--- src/rtl/pwm_ramp_sequencer_if.sv ---
// pwm_ramp_sequencer_if: ramp command channel (valid/ready plus target, step and interval)
interface pwm_ramp_sequencer_if #(
  parameter int DUTY_W = 8,
  parameter int INTV_W = 8
);
  logic              cmd_valid;
  logic              cmd_ready;
  logic [DUTY_W-1:0] cmd_target;
  logic [DUTY_W-1:0] cmd_step;
  logic [INTV_W-1:0] cmd_interval;
  modport master(output cmd_valid, cmd_target, cmd_step, cmd_interval, input cmd_ready);
  modport slave(input cmd_valid, cmd_target, cmd_step, cmd_interval, output cmd_ready);
endinterface

--- src/rtl/pwm_ramp_sequencer.sv ---
// pwm_ramp_sequencer: ramps the pwm_generator duty toward a commanded target on PWM period boundaries
module pwm_ramp_sequencer #(
  parameter int DUTY_W      = 8,
  parameter int PERIOD_CLKS = 256,
  parameter int INTV_W      = 8
) (
  input  logic              clk,
  input  logic              rst,
  input  logic              en,
  pwm_ramp_sequencer_if.slave cmd,
  output logic [DUTY_W-1:0] duty,
  output logic              period_start,
  output logic              busy,
  output logic              done
);
  localparam int PW = $clog2(PERIOD_CLKS);
  typedef enum logic {IDLE, RAMP} state_t;
  state_t state, state_n;
  logic [PW-1:0] pcnt;
  logic [INTV_W-1:0] icnt, icnt_n, itv, itv_n;
  logic [DUTY_W-1:0] tgt, tgt_n, stp, stp_n, duty_n, stepped;
  logic [DUTY_W:0] sum, dif;
  logic done_n;
  assign period_start  = en && pcnt == '0;
  assign busy          = state == RAMP;
  assign cmd.cmd_ready = state == IDLE;
  // One extra bit exposes overflow past full scale and borrow past zero before clamping
  assign sum = {1'b0, duty} + {1'b0, stp};
  assign dif = {1'b0, duty} - {1'b0, stp};
  assign stepped = tgt > duty ? (sum > {1'b0, tgt} ? tgt : sum[DUTY_W-1:0])
                              : (dif[DUTY_W] || dif < {1'b0, tgt} ? tgt : dif[DUTY_W-1:0]);
  always_comb begin
    state_n = state;
    tgt_n   = tgt;
    stp_n   = stp;
    itv_n   = itv;
    icnt_n  = icnt;
    duty_n  = duty;
    done_n  = 1'b0;
    if (state == IDLE && cmd.cmd_valid) begin
      tgt_n   = cmd.cmd_target;
      stp_n   = cmd.cmd_step == '0 ? DUTY_W'(1) : cmd.cmd_step;
      itv_n   = cmd.cmd_interval == '0 ? INTV_W'(1) : cmd.cmd_interval;
      icnt_n  = itv_n;
      done_n  = cmd.cmd_target == duty;
      state_n = cmd.cmd_target == duty ? IDLE : RAMP;
    end else if (state == RAMP && period_start) begin
      if (icnt == INTV_W'(1)) begin
        duty_n  = stepped;
        icnt_n  = itv;
        done_n  = stepped == tgt;
        state_n = stepped == tgt ? IDLE : RAMP;
      end else begin
        icnt_n = icnt - INTV_W'(1);
      end
    end
  end
  always_ff @(posedge clk) begin
    if (!rst) begin
      state <= IDLE;
      pcnt  <= '0;
      icnt  <= '0;
      itv   <= '0;
      tgt   <= '0;
      stp   <= '0;
      duty  <= '0;
      done  <= 1'b0;
    end else begin
      state <= state_n;
      pcnt  <= en ? (pcnt == PW'(PERIOD_CLKS - 1) ? '0 : pcnt + PW'(1)) : pcnt;
      icnt  <= icnt_n;
      itv   <= itv_n;
      tgt   <= tgt_n;
      stp   <= stp_n;
      duty  <= duty_n;
      done  <= done_n;
    end
  end
endmodule

--- src/flat_wrapper.sv ---
// flat-port wrapper written by rule: the top's interface ports become plain ports
module pwm_ramp_sequencer_flat 
#(
  parameter int DUTY_W      = 8,
  parameter int PERIOD_CLKS = 256,
  parameter int INTV_W      = 8
)
  (clk, rst, en, duty, period_start, busy, done, cmd_cmd_valid, cmd_cmd_target, cmd_cmd_step, cmd_cmd_interval, cmd_cmd_ready);
  pwm_ramp_sequencer_if #(.DUTY_W(DUTY_W), .INTV_W(INTV_W)) cmd_i ();
  input  logic clk;
  input  logic rst;
  input  logic en;
  output logic [DUTY_W-1:0] duty;
  output logic period_start;
  output logic busy;
  output logic done;
  input wire logic [$bits(cmd_i.cmd_valid)-1:0] cmd_cmd_valid;
  input wire logic [$bits(cmd_i.cmd_target)-1:0] cmd_cmd_target;
  input wire logic [$bits(cmd_i.cmd_step)-1:0] cmd_cmd_step;
  input wire logic [$bits(cmd_i.cmd_interval)-1:0] cmd_cmd_interval;
  output wire logic [$bits(cmd_i.cmd_ready)-1:0] cmd_cmd_ready;
  assign cmd_i.cmd_valid = cmd_cmd_valid;
  assign cmd_i.cmd_target = cmd_cmd_target;
  assign cmd_i.cmd_step = cmd_cmd_step;
  assign cmd_i.cmd_interval = cmd_cmd_interval;
  assign cmd_cmd_ready = cmd_i.cmd_ready;
  pwm_ramp_sequencer #(.DUTY_W(DUTY_W), .PERIOD_CLKS(PERIOD_CLKS), .INTV_W(INTV_W)) u_core (.clk(clk), .rst(rst), .en(en), .cmd(cmd_i), .duty(duty), .period_start(period_start), .busy(busy), .done(done));
endmodule
--- config.mk ---
export PLATFORM = sky130hd
export DESIGN_NAME = pwm_ramp_sequencer_flat
export DESIGN_NICKNAME = d
export VERILOG_FILES = /design/src/rtl/pwm_ramp_sequencer_if.sv /design/src/rtl/pwm_ramp_sequencer.sv /design/src/flat_wrapper.sv
export SDC_FILE = /design/constraint.sdc
export NUM_CORES = 1
export LEC_CHECK = 0
export ABC_AREA = 1
export BUFFER_PORTS_ARGS = -buffer_cell sky130_fd_sc_hd__buf_2
export CAP_MARGIN = 20
export CORE_UTILIZATION = 50
export CTS_CLUSTER_SIZE = 10
export DETAILED_ROUTE_END_ITERATION = 10
export PLACE_DENSITY = 0.76
export SLEW_MARGIN = 15
export SYNTH_ARGS = -nofsm -noshare
export SYNTH_HDL_FRONTEND = slang
export SYNTH_SLANG_ARGS = --single-unit
--- constraint.sdc ---
create_clock -name clk -period 5.4 [get_ports clk]
set_input_delay 0.54 -clock clk [delete_from_list [all_inputs] [get_ports clk]]
set_output_delay 0.54 -clock clk [all_outputs]
set_load 0.01 [all_outputs]
Word-level counts from Yosys, hierarchy flattened
Cells that the tools add are included.
Operators by class
  bitwise gates (word level): 2
  magnitude comparators: 3
  $add $sub $neg: 4
  multiplexer cells: 17
  reductions and logical operators: 11
  equal/unequal tests: 4
Operators with widths (count)
  8-bit 2-to-1 mux: 9
  8-bit logical NOT: 3
  8-bit == test: 2
  8-bit by 8-bit adder with 9-bit output: 1
  9-bit by 8-bit > comparator with 1-bit output: 1
  9-bit by 8-bit less-than comparator with 1-bit output: 1
  8-bit by 8-bit subtractor with 9-bit output: 1
  8-bit by 1-bit adder with 8-bit output (second input constant): 1
  8-bit by 1-bit == test with 1-bit output (second input constant): 1
  8-bit == test (second input constant): 1
  8-bit > comparator: 1
  1-bit 2-to-1 mux: 8
  8-bit by 1-bit subtractor with 8-bit output (second input constant): 1
  2-bit nonzero test: 2
  1-bit logical AND: 3
  3-bit AND reduction: 1
  1-bit NOT: 2
  2-bit AND reduction: 1
  1-bit logical OR: 1
Word-level totals
  output and inout port bits: 12
  bits in registers: 50

Longest topological paths before layout
  depth in word-level cells: 10
  mapped depth: 30

Worst setup path after synthesis
No wires, ideal clock.
  path kind: register to register
  start: register u_core.duty[0]
  end: register u_core.state (netlist: u_core.busy)
  setup slack: 2.102 ns
  period minus slack after synthesis: 3.298 ns
  path buffers: 1
  cell stages (with the launch flop): 31
  data arrival time: 3.167 ns
  path through: dfxtp_1 > inv_1 > ha_1 > inv_1 > fa_1 > nand3_1 > nand2_1 > nand2_1 > nand2_1 > a21oi_1 > xor2_1 > inv_1 > ha_1 > nand2_1 > inv_1 > nand2_1 > nand2_1 > nand2_1 > nand2_2 > nand2_1 > buf_2 > nand2_1 > nand3_1 > nand2_1 > nand2_1 > nand2_1 > nand2_1 > nor2_2 > nand3_2 > nand3_1 > a21oi_2
Between the ends
  cells in the longest elaborated chain, start to end: 10
Ends and longest elaborated chain
  start, declared: RTL line pwm_ramp_sequencer.sv:11  | output logic [DUTY_W-1:0] duty,
  start signal, assigned: RTL line pwm_ramp_sequencer.sv:75  | duty <= duty_n;
  8-bit by 8-bit subtractor with 9-bit output: RTL line pwm_ramp_sequencer.sv:29  | assign dif = {1'b0, duty} - {1'b0, stp};
  9-bit by 8-bit less-than comparator with 1-bit output: RTL line pwm_ramp_sequencer.sv:31  | : (dif[DUTY_W] || dif < {1'b0, tgt} ? tgt : dif[DUTY_W-1:0]);
  1-bit logical OR: RTL line pwm_ramp_sequencer.sv:31
  8-bit 2-to-1 mux: RTL line pwm_ramp_sequencer.sv:31
  8-bit 2-to-1 mux: RTL line pwm_ramp_sequencer.sv:30  | assign stepped = tgt > duty ? (sum > {1'b0, tgt} ? tgt : sum[DUTY_W-1:0])
  8-bit == test: RTL line pwm_ramp_sequencer.sv:52  | state_n = stepped == tgt ? IDLE : RAMP;
  1-bit 2-to-1 mux: RTL line pwm_ramp_sequencer.sv:52
  1-bit 2-to-1 mux: RTL line pwm_ramp_sequencer.sv:48  | if (icnt == INTV_W'(1)) begin
  1-bit 2-to-1 mux: RTL line pwm_ramp_sequencer.sv:47  | end else if (state == RAMP && period_start) begin
  1-bit 2-to-1 mux (*): RTL line pwm_ramp_sequencer.sv:40  | if (state == IDLE && cmd.cmd_valid) begin
  end signal, assigned: RTL line pwm_ramp_sequencer.sv:69  | state <= state_n;
  end, declared: RTL line pwm_ramp_sequencer.sv:18  | state_t state, state_n;
Mark *: on every way between the ends. The rest lies on a longest branch, timed or not. The select of a mux whose other input is x is not followed.
A chain may end at the register's enable or synchronous reset.

Final worst setup path
  start: register u_core.duty[2]
  end: register u_core.state (netlist: u_core.busy)
Same word-level chain as after synthesis.

==> impl_metrics.yaml <==
clock_tree:
  cts_root_buf: "clkbuf_8"
  cts_buffer_depth: 2
  path_clk_slew_ns: 0.09
  cts_made_buffers: 5
  clkSinkCount: 50
  cts_resized: 0
  cts_hold_buffers: 0
  postCtsSetupBuffers: 0
  clock_latency_ns: 0.31
  htree_levels: 2
  cts_tree: "built"
global_routing:
  grt_pass1_vias: 3759
  grt.total_usage_pct: 26.2
  grt_pass1_wl_um: 17700
  grt_antenna_before_repair: 0
  overflow: 0
  grt_max_degree: 45
setup_path:
  critPathMaxStageDelay_ns: 0.50
  start_kind: "register"
  required_ns: 5.57
  end_kind: "register"
  crit_family: "simple AND/OR/NAND/NOR gates"
  path_class: "register to register"
  cpMaxStageDelayCell: "dfxtp_1"
  path_buf_inv: 1
  crit_cells: 25
  reg2reg_from: "u_core.duty[2]"
  startpoint: "u_core.duty[2]"
  cp_max_fo: 11
  ff2ff_path_depth: 25
  crit_arrival_ns: 4.09
  crit_top_cell: "nand2_1"
synth:
  synth_cell_type_count: 45
  synth_flop_cell: "dfxtp_1"
  netlist_area_sq_um: 4010
  syn-mean-instance-area_sq_um: 6.79
  syn_inst: 590
  synth_warnings: 0
  synth_seq_cells: 50
  synth_nets: 663
  async_flop_share_pct: 0
  synth_edf_count: 0
  yosysSeqAreaShare_pct: 25.0
floorplan:
  row_count: 32
  die-area_sq_um: 8370
  num_io_pins: 40
  core-area_sq_um: 7730
  start_util_pct: 51.8
  die_h_um: 91.5
  die_w_um: 91.5
route:
  num_vias: 4116
  first_iter_violations: 345
  wirelength_um: 10500
  ant_nets: 0
  routed_via_density: 5.69
  drcViolationCount: 0
  routedWlPerCell_um: 14.5
  drt_first_pass_iters: 5
final_layout:
  final_area_sq_um: 4340
  num-fill-cells: 747
  final_cells: 723
  layout-drive-gt1-share_pct: 12.4
  utilization_pct: 56.2
  syn2layout_area_growth_pct: 8.40
  nNetsFinal: 693
  antennaDiodeCount: 0
worst_hold_path:
  hold_depth: 2
  hold_path_class: "register to register"
  hold_start: "u_core.itv[1]"
timing:
  worstMarginPinSlew_ns: 1.12
  tns_ns: 0
  maxSlewViolCount: 0
  slew_headroom_pct: 25.2
  period_share_pct: 72.6
  setup_viol: 0
  fmax_ghz: 0.255
  timing_hold_violations_final: 0
  layout_min_cycle_time_ns: 3.92
  whs_ns: 0.481
  rsz0062_at_grt: "false"
  skew_ns: 0.00919
placement:
  globalplace.congestion: 0.951
  placed_cells: 715
  place_hpwl_um: 8290
  post_dp_cell_area_sq_um: 4250
  numPortBuffers: 39
power:
  p_leak_uw: 0.00221
  p_per_area_nw_per_um2: 268
  vdd_drop_max_uv: 151
flow_run:
  drv_cap: 0
run_status:
  status: "complete, no violations"
-- cell type report --
cell class	count	area, sq um	share of cell area, %
Clock buffer	6	82.6	1.90
Clock inverter	2	12.5	0.288
Inverter	80	300	6.92
Multi-Input combinational cell	443	2620	60.2
Sequential cell	50	1000	23.1
Tap cell	102	128	2.94
Timing Repair Buffer	40	203	4.67
-- worst paths after layout --
kind / to / slack, ns
max reg2reg: u_core.busy / 1.48
min reg2reg: u_core.itv[1] / 0.48
min: u_core.itv[1] / 0.48
max: u_core.busy / 1.48
-- cells in the mapped netlist, types with 2 or more instances --
| library cell | count | area share (%) |
|---|---|---|
| nand2_1 | 130 | 12 |
| inv_1 | 73 | 6.8 |
| a21oi_1 | 56 | 7.0 |
| dfxtp_1 | 50 | 25 |
| nand3_1 | 48 | 6.0 |
| o21ai_0 | 45 | 5.6 |
| ha_1 | 43 | 13 |
| nor2_1 | 30 | 2.8 |
| xor2_1 | 16 | 3.5 |
| nand2_2 | 8 | 1.2 |
| clkbuf_1 | 7 | 0.66 |
| a31oi_1 | 6 | 0.94 |
| nand3b_1 | 6 | 1.1 |
| nand4_1 | 6 | 0.94 |
| buf_2 | 5 | 0.62 |
| inv_2 | 5 | 0.47 |
| nor3_1 | 5 | 0.62 |
| nand3_2 | 4 | 1.0 |
| xnor2_1 | 4 | 0.87 |
| a211oi_1 | 3 | 0.56 |
| buf_4 | 3 | 0.56 |
| o211ai_2 | 3 | 0.94 |
| o21ai_1 | 3 | 0.37 |
| or2_2 | 3 | 0.47 |
| a2111oi_0 | 2 | 0.44 |
| a21oi_2 | 2 | 0.44 |
| a32o_1 | 2 | 0.50 |
| clkinv_1 | 2 | 0.19 |
| fa_1 | 2 | 1.0 |
| nor2_2 | 2 | 0.31 |
| nor4_1 | 2 | 0.31 |
-- report_power, final --
| group | leakage [uW] | switching, uW | internal (uW) |
|---|---|---|---|
| sequential | 0.000411 | 20.5 | 395 |
| clock | 0.0000472 | 124 | 103 |
| combinational | 0.00176 | 340 | 182 |
| total | 0.00221 | 485 | 680 |
-- worst register-to-register path, stage by stage, from the launching register on --
cell and delay (ns):
dfxtp_1 0.50, ha_1 0.39, a21oi_1 0.23, nand2_1 0.12
xor2_1 0.31, inv_1 0.10, ha_1 0.31, nand3_1 0.08
nor2_1 0.12, nor2_1 0.05, nand2_1 0.09, nand2_1 0.06
nand2_1 0.06, nand2_1 0.06, nand2_2 0.15, nand2_1 0.28
nand2_1 0.14, nand3_1 0.10, nand2_1 0.11, nand2_1 0.07
nand2_1 0.10, nand2_1 0.07, nor2_2 0.09, nand3_2 0.08
nand3_1 0.09, a21oi_2 0.06
-- logic make-up (layout without fill, tap and decap cells) --
kind of cell	Yosys count	after routing	synth area share, %
DFF	50	50	25.0
adders and majority gates	45	45	14.4
buffers and inverters	97	128	9.72
xor gates and xnor gates	20	20	4.37
AOI/OAI and AO/OA	129	129	18.5
and+or+nand+nor	249	249	28.0
-- flip-flops by register name, summed over array words and instances, names as in the netlist --
name,cells
u_core.duty,8
u_core.icnt,8
u_core.itv,8
u_core.pcnt,8
u_core.stp,8
u_core.tgt,8
u_core.busy,1
u_core.done,1
-- stage by stage --
| step | total power [uW] | worst slack, ns |
|---|---|---|
| floorplan | 821 | 2.10 |
| global placement | 918 | 1.61 |
| detailed placement | 931 | 1.54 |
| CTS | 1160 | 1.51 |
| global route | 1250 | 1.11 |
| finish | 1160 | 1.48 |
-- cells in the final DEF, fill, tap and decap left out, types with 2 or more instances in the layout --
| cell type | n |
|---|---|
| inv_2 | 5 |
| nor2_2 | 2 |
| nor2_1 | 30 |
| xor2_1 | 16 |
| inv_1 | 73 |
| o211ai_2 | 3 |
| dfxtp_1 | 50 |
| xnor2_1 | 4 |
| a21oi_2 | 2 |
| a31oi_1 | 6 |
| nand3_2 | 4 |
| nand3_1 | 48 |
| nand3b_1 | 6 |
| fa_1 | 2 |
| o21ai_1 | 3 |
| nand4_1 | 6 |
| nor4_1 | 2 |
| clkinv_1 | 2 |
| buf_2 | 39 |
| nand2_2 | 8 |
| a211oi_1 | 3 |
| ha_1 | 43 |
| nand2_1 | 130 |
| a21oi_1 | 56 |
| or2_2 | 3 |
| clkbuf_8 | 6 |
| nor3_1 | 5 |
| o21ai_0 | 45 |
| a2111oi_0 | 2 |
| a32o_1 | 2 |
-- routing by layer --
metal / global-route usage [%] / vias to the layer above / wire length, um / part of all wire [%]
met3: 3.43 / 24 / 715 / 6.8
met4: 9.92 / 0 / 278 / 2.6
met5: 0 / - / 0 / 0
li1: - / 2022 / - / -
met2: 44.4 / 170 / 4950 / 47
met1: 33.6 / 1900 / 4570 / 43
Power figures use the tool's default switching activity.
